==> src/rtl/xsleenacore_pkg.sv <==
// Shared definitions for the xsleenacore palette loader.
// The RD_ACC state exists only when XSLEENACORE_PLOADER_VERIFY_EN is defined.
package xsleenacore_pkg;

    localparam int PLRAM_BYTES    = 1024;
    localparam int PLRAM_BANK_BIT = 9;     // AB[9]=1 selects the MSB (B) RAM

    localparam logic [7:0] PL_DB_IDLE = 8'hFF;

    typedef enum logic [2:0] {
        IDLE       = 3'd0,
        WAIT_BYTE  = 3'd1,
        WAIT_BLANK = 3'd2,
        WR_ACC     = 3'd3,
`ifdef XSLEENACORE_PLOADER_VERIFY_EN
        RD_ACC     = 3'd4,
`endif
        CHECK      = 3'd5,
        DONE       = 3'd6
    } ploader_state_t;

endpackage

==> src/rtl/xsleenacore_access_timer.sv <==
// Palette-bus access timer: down-counter loaded with ACCESS_CYCLES-1 on the
// cycle before an access starts; 'last' flags the final access clock.
// With XSLEENACORE_PLOADER_VERIFY_EN, 'sample' marks where read data is taken.
module xsleenacore_access_timer #(
    parameter int ACCESS_CYCLES = 4
) (
    input  logic clk,
    input  logic rst_n,
    input  logic load,
    output logic last
`ifdef XSLEENACORE_PLOADER_VERIFY_EN
    ,
    output logic sample
`endif
);

    localparam logic [3:0] LOAD_VAL = 4'(ACCESS_CYCLES - 1);

    logic [3:0] cnt_q, cnt_d;

    // Reload on request, otherwise count down and park at zero.
    always_comb begin
        cnt_d = cnt_q;
        if (load) begin
            cnt_d = LOAD_VAL;
        end else if (cnt_q != 4'd0) begin
            cnt_d = cnt_q - 4'd1;
        end
    end

    // Counter register.
    always_ff @(posedge clk or negedge rst_n) begin
        if (!rst_n) begin
            cnt_q <= 4'd0;
        end else begin
            cnt_q <= cnt_d;
        end
    end

    assign last = (cnt_q == 4'd0);

`ifdef XSLEENACORE_PLOADER_VERIFY_EN
    // The mixer drives read data for the whole access; take it on the last clock.
    assign sample = last;
`endif

endmodule

==> src/rtl/xsleenacore_palette_loader.sv <==
// Palette loader: streams NUM_BYTES bytes into the video mixer palette RAM,
// byte k at AB=k, optionally only during blanking.
// Define XSLEENACORE_PLOADER_VERIFY_EN to add a read-back verify after each write.
//
// state      | meaning
// IDLE       | waiting for start
// WAIT_BYTE  | s_ready high, waiting for a source byte
// WAIT_BLANK | byte held, waiting for BLKn low
// WR_ACC     | palette write access, ACCESS_CYCLES clocks
// RD_ACC     | palette read-back access (verify build only)
// CHECK      | last-address test / address increment
// DONE       | one-clock done pulse
module xsleenacore_palette_loader
    import xsleenacore_pkg::*;
#(
    parameter int ACCESS_CYCLES = 4,
    parameter int NUM_BYTES     = 1024,
    parameter bit BLANK_ONLY    = 1'b1
) (
    input  logic       clk,
    input  logic       RSTn,
    input  logic       start,
    input  logic       s_valid,
    input  logic [7:0] s_data,
    output logic       s_ready,
    input  logic       BLKn,
    input  logic [7:0] DB_in,
    output logic       PLSELn,
    output logic [9:0] AB,
    output logic [7:0] DB_out,
    output logic       RW,
    output logic       WDn,
    output logic       busy,
    output logic       done,
    output logic       err,
    output logic [9:0] err_addr
);

    localparam logic [9:0] LAST_ADDR = 10'(NUM_BYTES - 1);

    ploader_state_t state_q, state_d;
    logic [9:0]     addr_q, addr_d;
    logic [7:0]     byte_q, byte_d;
    logic           tmr_load;
    logic           tmr_last;

`ifdef XSLEENACORE_PLOADER_VERIFY_EN
    logic       tmr_sample;
    logic       err_q, err_d;
    logic [9:0] err_addr_q, err_addr_d;
`else
    logic       unused_db_in;
    assign unused_db_in = ^DB_in;
`endif

    xsleenacore_access_timer #(
        .ACCESS_CYCLES(ACCESS_CYCLES)
    ) u_timer (
        .clk   (clk),
        .rst_n (RSTn),
        .load  (tmr_load),
        .last  (tmr_last)
`ifdef XSLEENACORE_PLOADER_VERIFY_EN
        ,
        .sample(tmr_sample)
`endif
    );

    // Next-state logic and bus outputs; outputs decode from registered state so
    // reset forces the idle bus values without waiting for a clock.
    always_comb begin
        state_d  = state_q;
        addr_d   = addr_q;
        byte_d   = byte_q;
        tmr_load = 1'b0;
        PLSELn   = 1'b1;
        RW       = 1'b1;
        WDn      = 1'b1;
        AB       = 10'd0;
        DB_out   = PL_DB_IDLE;
        s_ready  = 1'b0;
        done     = 1'b0;
`ifdef XSLEENACORE_PLOADER_VERIFY_EN
        err_d      = err_q;
        err_addr_d = err_addr_q;
`endif
        case (state_q)
            IDLE: begin
                if (start) begin
                    state_d = WAIT_BYTE;
                    addr_d  = 10'd0;
`ifdef XSLEENACORE_PLOADER_VERIFY_EN
                    err_d      = 1'b0;
                    err_addr_d = 10'd0;
`endif
                end
            end
            WAIT_BYTE: begin
                s_ready = 1'b1;
                if (s_valid) begin
                    byte_d = s_data;
                    if (BLANK_ONLY) begin
                        state_d = WAIT_BLANK;
                    end else begin
                        state_d  = WR_ACC;
                        tmr_load = 1'b1;
                    end
                end
            end
            WAIT_BLANK: begin
                if (!BLKn) begin
                    state_d  = WR_ACC;
                    tmr_load = 1'b1;
                end
            end
            WR_ACC: begin
                PLSELn = 1'b0;
                RW     = 1'b0;
                WDn    = 1'b0;
                AB     = addr_q;
                DB_out = byte_q;
                if (tmr_last) begin
`ifdef XSLEENACORE_PLOADER_VERIFY_EN
                    state_d  = RD_ACC;
                    tmr_load = 1'b1;
`else
                    state_d  = CHECK;
`endif
                end
            end
`ifdef XSLEENACORE_PLOADER_VERIFY_EN
            RD_ACC: begin
                PLSELn = 1'b0;
                AB     = addr_q;
                if (tmr_sample && (DB_in != byte_q) && !err_q) begin
                    err_d      = 1'b1;
                    err_addr_d = addr_q;
                end
                if (tmr_last) begin
                    state_d = CHECK;
                end
            end
`endif
            CHECK: begin
                if (addr_q == LAST_ADDR) begin
                    state_d = DONE;
                end else begin
                    addr_d  = addr_q + 10'd1;
                    state_d = WAIT_BYTE;
                end
            end
            DONE: begin
                done    = 1'b1;
                state_d = IDLE;
            end
            default: state_d = IDLE;
        endcase
    end

    // State, address, latched byte and verify status registers.
    always_ff @(posedge clk or negedge RSTn) begin
        if (!RSTn) begin
            state_q <= IDLE;
            addr_q  <= 10'd0;
            byte_q  <= 8'd0;
`ifdef XSLEENACORE_PLOADER_VERIFY_EN
            err_q      <= 1'b0;
            err_addr_q <= 10'd0;
`endif
        end else begin
            state_q <= state_d;
            addr_q  <= addr_d;
            byte_q  <= byte_d;
`ifdef XSLEENACORE_PLOADER_VERIFY_EN
            err_q      <= err_d;
            err_addr_q <= err_addr_d;
`endif
        end
    end

    assign busy = (state_q != IDLE);

`ifdef XSLEENACORE_PLOADER_VERIFY_EN
    assign err      = err_q;
    assign err_addr = err_addr_q;
`else
    assign err      = 1'b0;
    assign err_addr = 10'd0;
`endif

endmodule

==> config.mk <==
export PLATFORM = sky130hd
export DESIGN_NAME = xsleenacore_palette_loader
export DESIGN_NICKNAME = d
export VERILOG_FILES = /design/src/rtl/xsleenacore_pkg.sv /design/src/rtl/xsleenacore_access_timer.sv /design/src/rtl/xsleenacore_palette_loader.sv
export SDC_FILE = /design/constraint.sdc
export NUM_CORES = 1
export LEC_CHECK = 0
export ABC_AREA = 1
export BUFFER_PORTS_ARGS = -buffer_cell sky130_fd_sc_hd__buf_4
export CORE_UTILIZATION = 49
export CTS_BUF_LIST = sky130_fd_sc_hd__clkbuf_16
export DETAILED_ROUTE_END_ITERATION = 10
export PLACE_DENSITY = 0.87
export SYNTH_ARGS = -nofsm -noshare
export SYNTH_HDL_FRONTEND = slang
export SYNTH_SLANG_ARGS = --single-unit
==> constraint.sdc <==
create_clock -name clk -period 1.65 [get_ports clk]
set_clock_uncertainty 0.1 [all_clocks]
set_input_delay 0 -clock clk [delete_from_list [all_inputs] [get_ports clk]]
set_output_delay 0 -clock clk [all_outputs]
set_load 0.005 [all_outputs]
# --- After elaboration in Yosys (flattened, before gate mapping) ---
# Index checks and enable logic that the tools add are counted.
op_classes:
  muxes: 18
  n_reduce_logical: 9
  eq_ne: 11
  add_sub_neg: 2
ops:
  columns: ["cell", "count"]
  rows:
  - ["$mux W10", 3]
  - ["$pmux W10 S2", 1]
  - ["$mux W3", 5]
  - ["$pmux W3 S5", 1]
  - ["$add A10 B1 Y10 const B", 1]
  - ["$eq A10 B10 Y1 const B", 1]
  - ["$ne A2 B2 Y1 const B", 5]
  - ["$mux W4", 2]
  - ["$mux W8", 1]
  - ["$eq A3 B2 Y1 const B", 2]
  - ["$eq A3 B3 Y1 const B", 2]
  - ["$mux W1", 5]
  - ["$logic_not A4 Y1", 1]
  - ["$reduce_and A4 Y1", 1]
  - ["$reduce_bool A2 Y1", 2]
  - ["$reduce_bool A4 Y1", 1]
  - ["$sub A4 B1 Y4 const B", 1]
  - ["$eq A3 B1 Y1 const B", 1]
  - ["$logic_not A3 Y1", 1]
  - ["$reduce_and A3 Y1", 1]
  - ["$reduce_bool A3 Y1", 1]
  - ["$reduce_and A2 Y1", 1]
word_totals:
  output_inout_bits: 35
  elab_cells: 44
  in_bits: 21
  regBits: 25

# --- Logic depth before layout (Yosys ltp) ---
# Gate-level depths: netlist of the first run.
logic_depth:
  word_depth: 3
  depth_mapped: 9
  ltp_nobuf: 8

# --- Hierarchy ---
# From an unflattened synthesis of the first run, not the netlist that was laid out.
hier_totals:
  cells_unflattened: 203
  hier_area_um2: 1656.6
by_module_without_submodules:
  columns: ["mod", "cells_each", "area_each_um2", "seq_area_each_um2", "n_inst"]
  rows:
  - ["xsleenacore_palette_loader", 174, 1431.4, 525.5, 1]
  - ["xsleenacore_access_timer", 29, 225.2, 100.1, 1]

# --- Least setup slack after synthesis of the first run ---
# Ideal clock, no wire load.
synth_path:
  kind: "flip-flop to flip-flop"
  start: "register addr_q[0]"
  end: "register addr_q[2]"
  arrival_ps: 1292
  slack_ps: 182
  path_stages_with_launch: 9
  n_path_buf: 1
  t_required_ps: 1474
  setup_ps: 76
  synth_period_minus_slack_ps: 1468
  path_cell_list: "dfrtp_1 ha_1 nand2_1 nor2_4 nand4_2 nand2_2 buf_6 nand2_1 o21ai_1"
synth_via:
  elab_chain_len: 3
  elab_cells_between_ends: 6
  classes_between: "add/sub (1); eq/ne (2); mux (2); reduce/logical (1)"
synth_lines:
  columns: ["element", "line_no", "rtl"]
  rows:
  - ["start: declaration", "xsleenacore_palette_loader.sv:42", "logic [9:0] addr_q, addr_d;"]
  - ["start signal: assignment", "xsleenacore_palette_loader.sv:172", "addr_q <= addr_d;"]
  - ["$add A10 B1 Y10 or $eq A10 B10 Y1 (tied branches)", "xsleenacore_palette_loader.sv:148, xsleenacore_palette_loader.sv:145", null]
  - ["$mux W10 or $ne A2 B2 Y1 (tied branches)", null, null]
  - ["$pmux W10 S2 or $reduce_and A3 Y1 (tied branches)", null, null]
# Several ways; a longest one is shown, not always the timed one. The select of a mux whose other input is x is not followed.
# A chain may end at the register's enable or synchronous reset.

# --- Worst setup path after layout of the first run ---
layout_path:
  start: "register state_q[0]"
  end: "output DB_out[4]"
layout_via:
  elab_chain_len: 2
layout_lines:
  columns: ["element", "line_no", "rtl"]
  rows:
  - ["start: declaration", "xsleenacore_palette_loader.sv:41", "ploader_state_t state_q, state_d;"]
  - ["start signal: assignment", "xsleenacore_palette_loader.sv:171", "state_q <= state_d;"]
  - ["$eq A3 B2 Y1", "xsleenacore_palette_loader.sv:87", "case (state_q)"]
  - ["$mux W8", "xsleenacore_palette_loader.sv:87", null]
  - ["end: declaration", "xsleenacore_palette_loader.sv:30", "output logic [7:0] DB_out,"]
# No other way between the ends.

==> impl_metrics.json, run 1 <==
{
  "cts-root-buf": "clkbuf_16",
  "dieArea_mm2": 0.003419,
  "min_to": "u_timer.cnt_q[3]",
  "max_freq_mhz": 640.8,
  "route.detailed.drc": 0,
  "cts.sinks": 25,
  "hold_violations": 0,
  "cts_tree": "built",
  "async_flop_share_pct": 100.0,
  "final_cell_mix": "59 x nand2_1, 42 x buf_4, 26 x nand3_1, 24 x dfrtp_1, 22 x inv_1",
  "crit_path_end_kind": "primary output",
  "tns_ns": 0,
  "r2r_start": "u_timer.cnt_q[0]",
  "power.density_mw_per_mm2": 1424,
  "numCtsBuffers": 3,
  "setup_ws_ns": 0.08943,
  "num_io_pins": 56,
  "drt-vias-per-instance": 4.863,
  "synth.avg_cell_area_um2": 7.303,
  "die_h_um": 58.48,
  "grt_max_degree": 26,
  "drv_slew": 0,
  "io_buffers": 36,
  "post-place-ws_ns": 0.07036,
  "mostFrequentLayoutCell": "nand2_1",
  "path_max_fanout": 9,
  "worstSetupPathType": "register to primary output",
  "synth_area_leaders": "dfrtp_1 40%, nand2_1 14%, nand3_1 8.6%, buf_4 6.2%, inv_1 5.3%",
  "arrival_ns": 1.46,
  "post_cts_buffers": 0,
  "required_ns": 1.55,
  "ys_types": 29,
  "ys_seq_area_share_pct": 40.03,
  "post_drt_wl_per_cell_um": 11.76,
  "yosys_warnings": 0,
  "synth_top_area_share_pct": 40.03,
  "gr-total-overflow": 0,
  "grt_use_total_pct": 21.52,
  "reg2reg_slack_ns": 0.14,
  "antenna_found_initial": 0,
  "ir_drop_mv": 0.8529,
  "fillers": 247,
  "netlist_instances": 214,
  "min_period_ns": 1.561,
  "synth_edf_count": 0,
  "power_leakage_uw": 0.001043,
  "cap_violations": 0,
  "rsz0062_at_grt": "no",
  "core_mm2": 0.003028,
  "syn_to_final_growth_pct": 31.15,
  "cp-start-kind": "register",
  "cts_max_path_buffers": 2,
  "rows": 20,
  "dr.pass1.iters": 4,
  "grt_pass1_vias": 1328,
  "syn-cell-area_mm2": 0.001563,
  "postRouteAntennaNets": 0,
  "r2r_cells": 8,
  "whs_path_depth": 4,
  "synthFlopType": "dfrtp_1",
  "grt_pass1_wl_mm": 5.678,
  "synth_largest_area_cell": "dfrtp_1",
  "finalWirelength_mm": 3.609,
  "finalCritPeriodShare_pct": 94.58,
  "r2r-end": "state_q[2]",
  "vias": 1493,
  "drive_gt1_share_pct": 26.24,
  "path_clk_slew_ns": 0.06,
  "die_w_um": 58.48,
  "final_net_count": 287,
  "synth-seq-cells": 25,
  "clk_latency_ns": 0.26,
  "antenna_cells": 0,
  "initial_core_util_pct": 51.61,
  "status": "completed",
  "setup_viol": 0,
  "place_congestion": 0.8635,
  "hold_start": "BLKn",
  "min_path_type": "input pin to register",
  "dp_hpwl_mm": 2.469,
  "drtIter0Drc": 37,
  "htree_num_levels": 1
}
==> cell type report <==
| cell class | count | area [um^2] | area share, % |
|---|---|---|---|
| well taps | 44 | 55.05 | 2.686 |
| repair buffers | 52 | 415.4 | 20.27 |
| inverters | 23 | 86.33 | 4.212 |
| flip-flops and latches | 25 | 626.9 | 30.59 |
| clock buffers | 3 | 75.07 | 3.663 |
| clock inverters | 1 | 3.754 | 0.1831 |
| multi-input cells | 159 | 787.0 | 38.40 |
==> sequential cells by signal, summed over array words and instances (netlist names) <==
name,flops
byte_q,8
state_q,3
u_timer.cnt_q,4
addr_q,10
==> repair_timing <==
item	in CTS	in global routing
hold buffers	10	0
endpoints found under the setup margin	18	24
gates resized for setup	2	7
hold endpoints to repair	33	0
==> where the power goes <==
| group | internal, uW | switching (uW) |
|---|---|---|
| Clock | 324 | 208 |
| Combinational | 606 | 820 |
| Sequential | 817 | 144 |
| Total | 1750 | 1170 |
==> per-layer routing <==
metal,global-route usage (%),wire (um),vias to the layer above
met5,0,0,-
met4,8.844,61,0
met3,3.956,182,9
met2,37.77,1866,53
met1,25.98,1498,685
li1,-,-,746
==> worst max-delay path, stage by stage, from the launching register on <==
cell and delay (ns):
dfrtp_2 0.43, nand2_1 0.08, nor2_2 0.15, inv_2 0.10
or2_2 0.29, buf_4 0.14
==> Yosys cell counts, types with 2 or more instances <==
master / instances
a21oi_1: 2
buf_4: 13
dfrtp_1: 25
ha_1: 2
inv_1: 22
nand2_1: 59
nand3_1: 27
nand4_1: 2
nor2_1: 22
o21ai_0: 7
o21ai_1: 5
or2_2: 9
xor2_1: 3
==> per-stage QoR <==
step | cell area [um^2] | total power [uW] | hold slack (ns) | util [%] | std cells
6_report | 2049 | 2918 | 0.07059 | 67.69 | 307
5_1_grt | 2049 | 3150 | 0.1169 | 67.69 | 307
4_1_cts | 2029 | 2881 | 0.08383 | 67.02 | 307
3_5_place_dp | 1849 | 2304 | -0.1746 | 61.07 | 293
3_3_place_gp | 1849 | 2245 | -0.1786 | 61.07 | 293
2_1_floorplan | 1600 | 1848 | -0.3956 | - | 224
==> kinds of logic (layout without fill, tap and decap cells) <==
group | after synthesis | count (layout) | synth area share (%)
other | 1 | 11 | 0.2400
AO/OA/AOI/OAI | 15 | 15 | 5.044
AND/OR/NAND/NOR | 127 | 127 | 37.55
flip-flops | 25 | 25 | 40.03
XOR/XNOR | 4 | 4 | 2.242
buffers and inverters | 40 | 79 | 13.29
adder cells (fa/ha/maj) | 2 | 2 | 1.601
==> worst max-delay path by stage <==
| stage | start | endpoint | slack (ns) | cells after the start |
|---|---|---|---|---|
| after floorplan | addr_q[0] | addr_q[2] | 0.18 | 8 |
| after global placement | addr_q[0] | addr_q[9] | 0.14 | 6 |
| final | state_q[0] | DB_out[4] | 0.09 | 5 |
| after detailed placement | addr_q[0] | addr_q[9] | 0.07 | 6 |
| after global routing | state_q[2] | state_q[1] | 0.02 | 6 |
| after CTS | state_q[1] | DB_out[3] | 0.02 | 5 |
(Power assumes the default switching activity.)
==> inputs of run 2 (changes only) <==
- REMOVE_ABC_BUFFERS: not set -> 1
==> run 2 against run 1 <==
Worst hold slack got worse by 0.031 ns; first-iteration DRC count is 8.1% higher; maximum frequency fell by 2.2%; critical path type unchanged; largest power group unchanged; worst setup slack got worse by 0.035 ns.
==> impl_metrics.json, run 2 (synthesized netlist as in run 1, its figures left out) <==
{
  "status": "completed",
  "dieArea_mm2": 0.003419,
  "r2r-end": "state_q[0]",
  "min_path_type": "input pin to register",
  "gr-total-overflow": 0,
  "drv_slew": 0,
  "path_clk_slew_ns": 0.06,
  "num_io_pins": 56,
  "clk_latency_ns": 0.26,
  "ir_drop_mv": 0.9718,
  "finalWirelength_mm": 3.300,
  "setup_viol": 0,
  "grt_max_degree": 26,
  "worstSetupPathType": "register to primary output",
  "max_freq_mhz": 626.5,
  "hold_start": "BLKn",
  "post-place-ws_ns": 0.09711,
  "hold_violations": 0,
  "r2r_cells": 8,
  "max_stage_delay_ns": 0.42,
  "cts_tree": "built",
  "rsz0062_at_grt": "yes",
  "cts_max_path_buffers": 2,
  "crit_path_start": "state_q[0]",
  "core_mm2": 0.003028,
  "reg_top3": "addr_q: 10 flops, byte_q: 8 flops, u_timer.cnt_q: 4 flops",
  "grt_use_total_pct": 21.66,
  "place_congestion": 0.7783,
  "finalCritPeriodShare_pct": 96.73,
  "largest_register_ffs": 10,
  "final_cell_mix": "59 x nand2_1, 42 x buf_4, 27 x nand3_1, 23 x dfrtp_1",
  "final_net_count": 287,
  "cap_violations": 0,
  "postRouteAntennaNets": 0,
  "final_cell_area_mm2": 0.002054,
  "rows": 20,
  "antenna_cells": 0,
  "reg2reg_slack_ns": 0.14,
  "route.detailed.drc": 0,
  "required_ns": 1.55,
  "initial_core_util_pct": 51.61,
  "numCtsBuffers": 3,
  "drive_gt1_share_pct": 25.86,
  "drtIter0Drc": 40,
  "path_max_fanout": 10,
  "setup_ws_ns": 0.05396,
  "die_h_um": 58.48,
  "largest-register": "addr_q",
  "htree_num_levels": 1,
  "fillers": 247,
  "dr.pass1.iters": 6,
  "total_power_uw": 2911,
  "grt_pass1_wl_mm": 5.727,
  "crit_chain": "nand2_1 -> nor2_2 -> inv_2 -> or2_2 -> buf_4",
  "slowest_stage": "dfrtp_2",
  "r2r_start": "addr_q[0]",
  "min_period_ns": 1.596,
  "syn_to_final_growth_pct": 31.47,
  "cts.sinks": 25,
  "final_core_util_pct": 67.85,
  "antenna_found_initial": 0,
  "mostFrequentLayoutCell": "nand2_1",
  "post_drt_wl_per_cell_um": 10.75,
  "place_area_mm2": 0.001849,
  "power.density_mw_per_mm2": 1417,
  "dp_hpwl_mm": 2.300,
  "io_buffers": 36,
  "holdWs_ns": 0.03999,
  "grt_pass1_vias": 1403,
  "drt-vias-per-instance": 4.775,
  "min_to": "u_timer.cnt_q[3]",
  "die_w_um": 58.48,
  "vias": 1466,
  "cts-root-buf": "clkbuf_16",
  "crit_path_end_kind": "primary output",
  "whs_path_depth": 4,
  "power_leakage_uw": 0.001036,
  "cp-start-kind": "register",
  "post_cts_buffers": 0,
  "arrival_ns": 1.50
}
run 2: layout make-up:
type	instances	area (um^2)	share of cell area, %
clock inverter	1	7.507	0.3654
multi-input combinational	159	787.0	38.31
clock buffer	3	75.07	3.654
inverter	23	86.33	4.202
timing repair buffer	52	415.4	20.22
sequential	25	628.1	30.57
tap	44	55.05	2.680
run 2: per-layer routing:
metal  part of all wire, %  up-vias  global-route usage [%]
li1                      -      745                       -
met1                    44      677                   25.75
met2                    51       38                   40.23
met3                   3.5        6                   2.418
met4                   1.3        0                   7.823
met5                     0        -                       0
run 2: how the worst max path moves through the flow:
stage | to | slack, ns | cells past startpoint
finish | DB_out[7] | 0.05 | 5
global route | AB[1] | -0.04 | 6
CTS | DB_out[6] | 0.03 | 5
detailed placement | addr_q[9] | 0.1 | 6
global placement | addr_q[9] | 0.16 | 6
floorplan | addr_q[9] | 0.18 | 6
run 2: power breakdown:
group | internal [uW] | switching [uW] | leakage [uW]
Clock | 329 | 222 | 0.0000371
Combinational | 613 | 800 | 0.000676
Sequential | 819 | 129 | 0.000323
Total | 1760 | 1150 | 0.00104
run 2: worst max-delay path, delay by kind of cell (launching register included):
family	cells	cell delay, ns
buffers and inverters	2	0.26
and+or+nand+nor	3	0.55
DFF	1	0.42
run 2: timing repair:
action / in CTS / in global routing
gates resized for setup: 2 / 6
hold buffers: 10 / 0
setup endpoints to repair: 17 / 21
pin swaps: 0 / 2
hold endpoints to repair: 33 / 0
run 2: metrics by stage:
step / TNS [ns] / std cells
4_1_cts: 0 / 307
6_report: 0 / 307
3_5_place_dp: 0 / 293
3_3_place_gp: 0 / 293
2_1_floorplan: 0 / 207
5_1_grt: -0.09843 / 307
==> inputs of run 3 (changes only) <==
- MAX_ROUTING_LAYER: not set -> met4
==> run 3 against run 2 <==
Combinational power about the same; design area is the same; worst setup slack got worse by 0.0054 ns; count of clock-buffer cells in the layout stayed put; via count is 0.55% lower; sequential power barely moved; critical endpoint unchanged; largest cell class unchanged; largest power group unchanged.
==> impl_metrics.json, run 3 (synthesized netlist as in run 1, its figures left out) <==
{
  "final_core_util_pct": 67.85,
  "route.detailed.drc": 0,
  "crit_chain": "nand2_1 -> nor2_2 -> inv_2 -> or2_2 -> buf_4",
  "path_clk_slew_ns": 0.07,
  "grt_pass1_vias": 1403,
  "finalCritPeriodShare_pct": 97.06,
  "max_stage_delay_ns": 0.43,
  "status": "completed",
  "instances_no_fill": 307,
  "cap_violations": 0,
  "reg_top3": "addr_q: 10 flops, byte_q: 8 flops, u_timer.cnt_q: 4 flops",
  "dieArea_mm2": 0.003419,
  "max_freq_mhz": 624.4,
  "setup_ws_ns": 0.04854,
  "place_congestion": 0.7889,
  "final_net_count": 287,
  "rsz0062_at_grt": "yes",
  "hold_start": "BLKn",
  "r2r_start": "addr_q[0]",
  "grt_pass1_wl_mm": 5.720,
  "path_max_fanout": 10,
  "min_path_type": "input pin to register",
  "min_period_ns": 1.601,
  "post_drt_wl_per_cell_um": 10.75,
  "worstSetupPathType": "register to primary output",
  "crit_path_start": "state_q[0]",
  "io_buffers": 36,
  "cts.sinks": 25,
  "regArea_um2": 628.1,
  "busiest_layer": "met2",
  "post-place-ws_ns": 0.09711,
  "core_mm2": 0.003028,
  "initial_core_util_pct": 51.61,
  "htree_num_levels": 1,
  "antenna_cells": 0,
  "use_met3_pct": 2.418,
  "cts_tree": "built",
  "grt_max_degree": 26,
  "die_w_um": 58.48,
  "numCtsBuffers": 3,
  "arrival_ns": 1.50,
  "setup_viol": 0,
  "largest_register_ffs": 10,
  "power.density_mw_per_mm2": 1418,
  "die_h_um": 58.48,
  "slowest_stage": "dfrtp_2",
  "grt_util_met1_pct": 25.75,
  "gr-total-overflow": 0,
  "antenna_found_initial": 0,
  "mostFrequentLayoutCell": "nand2_1",
  "tns_ns": 0,
  "num_io_pins": 56,
  "required_ns": 1.55,
  "dp_hpwl_mm": 2.300,
  "use_met2_pct": 40.23,
  "largest-register": "addr_q",
  "dp.cells": 293,
  "grt_use_total_pct": 22.32,
  "drt-vias-per-instance": 4.749,
  "drtIter0Drc": 39,
  "crit_path_end_kind": "primary output",
  "drive_gt1_share_pct": 25.86,
  "ir_drop_mv": 0.9753,
  "clk_latency_ns": 0.26,
  "rows": 20,
  "multi_input_area_um2": 787.0,
  "vias": 1458,
  "hold_violations": 0,
  "syn_to_final_growth_pct": 31.47,
  "final_cell_mix": "59 x nand2_1, 42 x buf_4, 27 x nand3_1, 23 x dfrtp_1",
  "drv_slew": 0,
  "fillers": 247,
  "power_leakage_uw": 0.001036,
  "dr.pass1.iters": 7,
  "cp-start-kind": "register",
  "postRouteAntennaNets": 0,
  "finalWirelength_mm": 3.301,
  "cts_max_path_buffers": 2,
  "cts-root-buf": "clkbuf_16"
}
==> run 3: metal layers <==
metal	routed length, um	vias to the layer above
li1	-	742
met4	46	0
met3	133	6
met1	1448	668
met5	0	-
met2	1672	42
==> run 3: layout make-up <==
type	count	area share [%]
clock buffers	3	3.654
repair buffers	52	20.22
clock inverters	1	0.3654
flip-flops and latches	25	30.57
inverters	23	4.202
well taps	44	2.680
multi-input cells	159	38.31
==> run 3: through the flow <==
step / hold slack [ns] / instance area [um^2] / power (uW)
floorplan: -0.3956 / 1479 / 1751
global placement: -0.1766 / 1849 / 2231
detailed placement: -0.1760 / 1849 / 2283
CTS: 0.04520 / 2033 / 2869
global route: 0.07440 / 2054 / 3179
finish: 0.03979 / 2054 / 2913
==> run 3: final timing paths <==
check / slack (ns) / end / depth (start not counted)
worst min register to register: 0.37 / byte_q[6] / 2
min in group asynchronous: 0.07 / addr_q[5] / 2
worst min-delay path: 0.04 / u_timer.cnt_q[3] / 4
worst max-delay path: 0.05 / DB_out[7] / 5
worst max register to register: 0.13 / state_q[0] / 8
max in group asynchronous: 1.12 / state_q[0] / 2
==> run 3: report_power, final <==
part           internal [uW]  switching [uW]  leakage (uW)
clock network            329             223     0.0000371
logic                    613             799      0.000676
registers                819             130      0.000323
==> run 3: repair_timing <==
item,CTS,global route
pin swaps,0,2
buffers inserted,0,0
hold endpoints to repair,33,0
hold buffers,10,0
setup endpoints to repair,17,21
gates resized for setup,2,6
==> run 3: critical path: cells and delay by family, from the launching register on <==
kind / cells / cell delay [ns]
buffers and inverters: 2 / 0.26
flip-flops: 1 / 0.43
AND/OR/NAND/NOR: 3 / 0.55
